`src/rtl/wbq_pkg.sv`:
```
// Shared types for the writeback queue: register-file widths and the queue entry layout.
package wbq_pkg;
  localparam int DEST_W = 4;
  localparam int DATA_W = 32;

  typedef struct packed {
    logic [DEST_W-1:0] dest;
    logic [DATA_W-1:0] data;
  } wbq_entry_t;
endpackage

```
`src/rtl/wbq_fifo.sv`:
```
// Dual-push / single-pop circular buffer; push0 is older than push1 when both fire.
// Writes are visible next cycle; the caller guarantees free space and never pops when empty.
module wbq_fifo
  import wbq_pkg::*;
#(
  parameter int DEPTH = 4,
  parameter int PW    = $clog2(DEPTH),
  parameter int CW    = PW + 1
) (
  input  logic                   clk,
  input  logic                   rst,
  input  logic                   i_push0_vld,
  input  wbq_entry_t             i_push0_dat,
  input  logic                   i_push1_vld,
  input  wbq_entry_t             i_push1_dat,
  input  logic                   i_pop,
  output logic [CW-1:0]          o_count,
  output logic [PW-1:0]          o_rd_ptr,
  output wbq_entry_t             o_head,
  output wbq_entry_t [DEPTH-1:0] o_entries,
  output logic [DEPTH-1:0]       o_valid
);
  wbq_entry_t [DEPTH-1:0] r_mem;
  logic [DEPTH-1:0]       r_valid;
  logic [PW-1:0]          r_wr_ptr;
  logic [PW-1:0]          r_rd_ptr;
  logic [CW-1:0]          r_count;
  logic [PW-1:0]          w_wr_ptr1;
  logic [CW:0]            w_count_next;

  assign w_wr_ptr1    = r_wr_ptr + PW'(1);
  assign w_count_next = (CW+1)'(r_count) + (CW+1)'(i_push0_vld) + (CW+1)'(i_push1_vld)
                      - (CW+1)'(i_pop);

  always_ff @(posedge clk or negedge rst) begin
    if (!rst) begin
      r_mem    <= '0;
      r_valid  <= '0;
      r_wr_ptr <= '0;
      r_rd_ptr <= '0;
      r_count  <= '0;
    end else begin
      if (i_pop) begin
        r_valid[r_rd_ptr] <= 1'b0;
        r_rd_ptr          <= r_rd_ptr + PW'(1);
      end
      if (i_push0_vld) begin
        r_mem[r_wr_ptr]   <= i_push0_dat;
        r_valid[r_wr_ptr] <= 1'b1;
      end
      if (i_push1_vld) begin
        r_mem[w_wr_ptr1]   <= i_push1_dat;
        r_valid[w_wr_ptr1] <= 1'b1;
      end
      r_wr_ptr <= r_wr_ptr + PW'(i_push0_vld) + PW'(i_push1_vld);
      r_count  <= w_count_next[CW-1:0];
    end
  end

  // An underflow wraps w_count_next to a large value, so one bound covers both directions.
  a_no_overflow: assert property (@(posedge clk) disable iff (!rst)
    w_count_next <= (CW+1)'(DEPTH));
  a_no_underflow: assert property (@(posedge clk) disable iff (!rst)
    !(i_pop && (r_count == '0)));

  assign o_count   = r_count;
  assign o_rd_ptr  = r_rd_ptr;
  assign o_head    = r_mem[r_rd_ptr];
  assign o_entries = r_mem;
  assign o_valid   = r_valid;
endmodule

```
`src/rtl/wb_write_queue.sv`:
```
// In-order writeback queue merging load and ALU results, retiring one write per cycle (accept->write 2 cycles).
// Readiness uses the registered count only; WBQ_FWD_EN adds youngest-match forwarding ports.
module wb_write_queue
  import wbq_pkg::*;
#(
  parameter int DEPTH = 4
) (
  input  logic              clk,
  input  logic              rst,
  input  logic              mem_valid,
  input  logic [DEST_W-1:0] mem_dest,
  input  logic [DATA_W-1:0] mem_data,
  output logic              mem_ready,
  input  logic              alu_valid,
  input  logic [DEST_W-1:0] alu_dest,
  input  logic [DATA_W-1:0] alu_data,
  output logic              alu_ready,
  input  logic [DEST_W-1:0] hz_src1,
  input  logic [DEST_W-1:0] hz_src2,
  output logic              hz_hit,
`ifdef WBQ_FWD_EN
  output logic              fwd1_hit,
  output logic [DATA_W-1:0] fwd1_data,
  output logic              fwd2_hit,
  output logic [DATA_W-1:0] fwd2_data,
`endif
  output logic              writeBackEn,
  output logic [DEST_W-1:0] Dest_wb,
  output logic [DATA_W-1:0] Result_WB
);
  localparam int PW = $clog2(DEPTH);
  localparam int CW = PW + 1;

  logic [CW-1:0]          w_count;
  logic [PW-1:0]          w_rd_ptr;
  wbq_entry_t             w_head;
  wbq_entry_t [DEPTH-1:0] w_entries;
  logic [DEPTH-1:0]       w_valid;
  logic                   w_mem_push, w_alu_push, w_pop;
  logic                   w_push0_vld, w_push1_vld;
  wbq_entry_t             w_mem_ent, w_alu_ent, w_push0_dat;
  logic                   r_wb_en;
  wbq_entry_t             r_wb;
  logic                   w_hit1, w_hit2;
  logic [PW-1:0]          w_idx;
`ifdef WBQ_FWD_EN
  logic [DATA_W-1:0]      w_fdat1, w_fdat2;
`endif

  // A load with a pending ALU result claims the slot first, so the ALU needs two free entries.
  assign mem_ready = (w_count < CW'(DEPTH));
  assign alu_ready = mem_valid ? (w_count <= CW'(DEPTH - 2)) : mem_ready;

  assign w_mem_push  = mem_valid & mem_ready;
  assign w_alu_push  = alu_valid & alu_ready;
  assign w_pop       = (w_count != '0);
  assign w_mem_ent   = '{dest: mem_dest, data: mem_data};
  assign w_alu_ent   = '{dest: alu_dest, data: alu_data};
  assign w_push0_vld = w_mem_push | w_alu_push;
  assign w_push0_dat = w_mem_push ? w_mem_ent : w_alu_ent;
  assign w_push1_vld = w_mem_push & w_alu_push;

  wbq_fifo #(.DEPTH(DEPTH)) u_fifo (
    .clk         (clk),
    .rst         (rst),
    .i_push0_vld (w_push0_vld),
    .i_push0_dat (w_push0_dat),
    .i_push1_vld (w_push1_vld),
    .i_push1_dat (w_alu_ent),
    .i_pop       (w_pop),
    .o_count     (w_count),
    .o_rd_ptr    (w_rd_ptr),
    .o_head      (w_head),
    .o_entries   (w_entries),
    .o_valid     (w_valid)
  );

  always_ff @(posedge clk or negedge rst) begin
    if (!rst) begin
      r_wb_en <= 1'b0;
      r_wb    <= '0;
    end else begin
      r_wb_en <= w_pop;
      if (w_pop) r_wb <= w_head;
    end
  end

  // Scan oldest to youngest so the last match seen is the youngest value for that register.
  always_comb begin
    w_hit1 = r_wb_en && (r_wb.dest == hz_src1);
    w_hit2 = r_wb_en && (r_wb.dest == hz_src2);
`ifdef WBQ_FWD_EN
    w_fdat1 = w_hit1 ? r_wb.data : '0;
    w_fdat2 = w_hit2 ? r_wb.data : '0;
`endif
    w_idx = '0;
    for (int k = 0; k < DEPTH; k++) begin
      w_idx = w_rd_ptr + PW'(k);
      if (w_valid[w_idx] && (w_entries[w_idx].dest == hz_src1)) begin
        w_hit1 = 1'b1;
`ifdef WBQ_FWD_EN
        w_fdat1 = w_entries[w_idx].data;
`endif
      end
      if (w_valid[w_idx] && (w_entries[w_idx].dest == hz_src2)) begin
        w_hit2 = 1'b1;
`ifdef WBQ_FWD_EN
        w_fdat2 = w_entries[w_idx].data;
`endif
      end
    end
  end

`ifdef WBQ_FWD_EN
  assign fwd1_hit  = w_hit1;
  assign fwd2_hit  = w_hit2;
  assign fwd1_data = w_fdat1;
  assign fwd2_data = w_fdat2;
  assign hz_hit    = 1'b0;
`else
  assign hz_hit    = w_hit1 | w_hit2;
`endif

  assign writeBackEn = r_wb_en;
  assign Dest_wb     = r_wb.dest;
  assign Result_WB   = r_wb.data;
endmodule
```
`config.mk`:
```
export PLATFORM = sky130hd
export DESIGN_NAME = wb_write_queue
export DESIGN_NICKNAME = d
export VERILOG_FILES = /design/src/rtl/wbq_pkg.sv /design/src/rtl/wbq_fifo.sv /design/src/rtl/wb_write_queue.sv
export SDC_FILE = /design/constraint.sdc
export NUM_CORES = 1
export LEC_CHECK = 0
export ABC_AREA = 1
export BUFFER_PORTS_ARGS = -buffer_cell sky130_fd_sc_hd__buf_2
export CAP_MARGIN = 10
export CORE_ASPECT_RATIO = 0.9
export CORE_MARGIN = 2
export CORE_UTILIZATION = 46
export CTS_CLUSTER_SIZE = 20
export DETAILED_ROUTE_END_ITERATION = 10
export GPL_TIMING_DRIVEN = 0
export HOLD_SLACK_MARGIN = 0.15
export MAX_ROUTING_LAYER = met4
export SYNTH_ARGS = -nofsm -noshare
export SYNTH_HDL_FRONTEND = slang
export SYNTH_HIERARCHICAL = 1
export SYNTH_SLANG_ARGS = --single-unit
```
`constraint.sdc`:
```
create_clock -name clk -period 3.22 [get_ports clk]
set_clock_uncertainty 0.05 [all_clocks]
set_input_delay 0.322 -clock clk [delete_from_list [all_inputs] [get_ports clk]]
set_output_delay 0.322 -clock clk [all_outputs]
set_load 0.01 [all_outputs]
```
==> out/qor.txt <==
DR iter-0 viols: 1476
status: finished, final reports clean
startpoint types: register
post-synth net total: 1927
Die H: 162 um
Synth Area in Simple Gates: 35.5%
fin crit share: 91.9%
overall power: 15.5 mW
final critical-path required period: 2.96 ns
setup slack, reg-to-reg: 0.26 ns
global-route total usage across every layer: 31.1%
initial antenna violation count: 1
Slew HR: 38.6%
grt ovf: 0
Clock Sinks: 192
required time worst endpoint: 3.51 ns
M1 GR Usage: 43.3%
Std-Cell Rows: 57
DRT Wirelength: 43.1 mm
Slew @ Worst Pin: 0.920 ns
first-pass GRT wire length: 66.7 mm
Peak Freq: 0.338 GHz
FF-to-FF Start: u_fifo/o_count[2]
Final HPWL DP: 29.2 mm
max-cap violation count: 0
post-layout util: 54.3%
Pleak: 8.01 nW
CP startpoint: u_fifo/o_count[2]
Setup CP Type: register to register
Skew-Pair Late Insertion Delay: 0.46 ns
Design Area, Final: 14700 um2
layout net count: 2103
yosys warns: 6
RSZ-0062 raised after global routing: false
CTS Buf Count: 17
worst-path fanout max: 19
final setup vio count: 0
largest family of logic cells by synthesized area: simple AND/OR/NAND/NOR gates
vias in the first global route: 11800
pre-CTS setup slack: -0.182 ns
DR WL/cell: 18.1 um
Main synth FF type: dfrtp_1
DRT antenna net count: 0
synthesis-to-finish area growth: 15.8%
critical path endpoint: u_fifo/o_count[2]
ys async rst share: 100%
share of cells above drive strength 1: 16.7%
Die W: 179 um
Most Crowded Layer GR: met2
Syn Inst Count: 1835
worst hold stages: 6
Synth Area in Compound Gates: 6.63%
post-synth cell types: 29
met2 Use GR: 47.1%
worst-case reg-to-reg path depth: 13
post-synthesis sequential element count: 192
I/O Pins: 124
drt first pass iters: 6
placed inst area: 13800 um2
Post-Synth XOR/XNOR Area: 0.414%
PortBufs: 120
die area: 28900 um2
Placer Congestion: 0.896
DRC: 0
initial cell density of the core: 46.9%
Max VDD drop: 0.539 mV
clk buf depth: 2
crit path DAT: 3.25 ns
syn_area_per_cell: 6.92 um2
core footprint: 27100 um2
PnR worst setup slack: 0.260 ns
final cell count without fillers: 2379
Worst-path clk slew: 0.08 ns
sequential area share after synthesis: 37.8%
mux cell area share after synthesis: 6.12%
dpl cells: 2310
grt met3 use: 4.40%
CTS tree: done
Power per Cell Area: 1050 nW/um2
vias post-DR: 12800
Critical R2R Capture: u_fifo/o_count[2]
HP Class: primary input to register
Post-synth EDFFs: 0
CTS H-tree lvls: 4
final count of hold timing violations: 0
clock root cell: clkbuf_16
vias per cell: 5.38
Mapped Area: 12700 um2
adder-cell share of the synthesized area: 0.966%
crit end category: register
Slew Limit Fails: 0
largest net degree at the start of global routing: 105
worst max-delay path: stages (launching register included):
cell	delay (ns)
dfrtp_1	0.41
inv_1	0.10
nand2_1	0.06
buf_2	0.32
nor2_4	0.26
inv_1	0.14
ha_1	0.30
inv_1	0.05
fa_1	0.38
fa_1	0.41
xnor2_1	0.19
inv_1	0.06
nand2_1	0.05
nand2_1	0.05
synthesized netlist by cell type (19+ instances only):
cell      count  area [um2]
nand2_1     688        2580
nand3_1     244        1220
inv_1       220         826
dfrtp_1     192        4800
o21ai_0      82         410
a21oi_1      77         385
nand4_1      74         463
mux2_2       69         777
buf_2        61         305
nor2_1       26        97.6
buf_4        22         165
clkbuf_1     19        71.3
area by class of cell:
| class | instances | area (um2) |
|---|---|---|
| clock inverter | 10 | 77.6 |
| timing repair buffer | 158 | 1010 |
| buffer | 119 | 732 |
| sequential | 192 | 4800 |
| inverter | 229 | 860 |
| multi-input combinational | 1294 | 6300 |
| antenna | 1 | 2.50 |
| tap | 354 | 443 |
| clock buffer | 22 | 474 |
| fill | 2719 | 12400 |
power breakdown:
part           internal (mW)  total, mW  switching (mW)  leakage, nW
sequential              3.64       4.29           0.644         2.12
combinational           3.24       9.09            5.85         5.62
clock                   1.06       2.08            1.01        0.273
total                   7.94       15.5            7.51         8.01
registers in the layout, indices dropped and copies added (netlist names):
register          flops
u_fifo/o_count        3
u_fifo/o_valid        4
u_fifo/o_entries    144
Dest_wb               4
u_fifo/o_rd_ptr       2
Result_WB            32
writeBackEn           1
u_fifo/r_wr_ptr       2
cells in the final DEF, fill, tap and decap left out, types with 4 or more instances in the layout:
cell and instances:
buf_4 22, clkbuf_16 17, a21oi_1 77, buf_6 17, inv_1 220, inv_2 9
nand2_1 688, o21ai_0 82, nand4_1 74, dfrtp_1 192, nor2_1 25, mux2_2 69
ha_1 5, dlygate4sd3_1 37, nand3_1 244, o22ai_1 4, buf_2 179, clkbuf_1 21
through the flow:
step / setup TNS (ns) / hold WS, ns
4_1_cts: 0 / 0.296
5_1_grt: 0 / 0.327
6_report: 0 / 0.304
2_1_floorplan: 0 / -0.0236
3_5_place_dp: -0.182 / 0.357
3_3_place_gp: -350.81 / 0.433
kinds of logic (layout without fill, tap and decap cells):
kind of cell | Yosys count | count (layout)
other | 0 | 1
DFF | 192 | 192
buffers and inverters | 349 | 538
adders and majority gates | 8 | 8
muxes | 69 | 69
xor gates and xnor gates | 6 | 6
and+or+nand+nor | 1044 | 1044
AOI/OAI and AO/OA | 167 | 167
metal layers:
layer | wire, um | up-vias
met5 | 0 | -
met4 | 969 | 0
met3 | 2710 | 62
met2 | 20000 | 489
met1 | 19400 | 6037
li1 | - | 6205
timing repair:
action                                  in CTS  in global routing
endpoints found under the setup margin       1                  1
endpoints found under the hold margin      232                  0
gates resized for setup                      2                  0
hold buffers                                37                  0
setup buffers                                0                  0
worst min path at each step:
| stage | start | slack [ns] | endpoint |
|---|---|---|---|
| final | mem_data[26] | 0.30 | u_fifo/o_entries[134] |
| after global routing | mem_data[7] | 0.33 | u_fifo/o_entries[115] |
| after CTS | mem_data[26] | 0.30 | u_fifo/o_entries[134] |
| after detailed placement | rst | 0.36 | Dest_wb[2] |
| after global placement | Result_WB[10] | 0.43 | Result_WB[10] |
| after floorplan | rst | -0.02 | Dest_wb[0] |
Power figures use the tool's default switching activity.
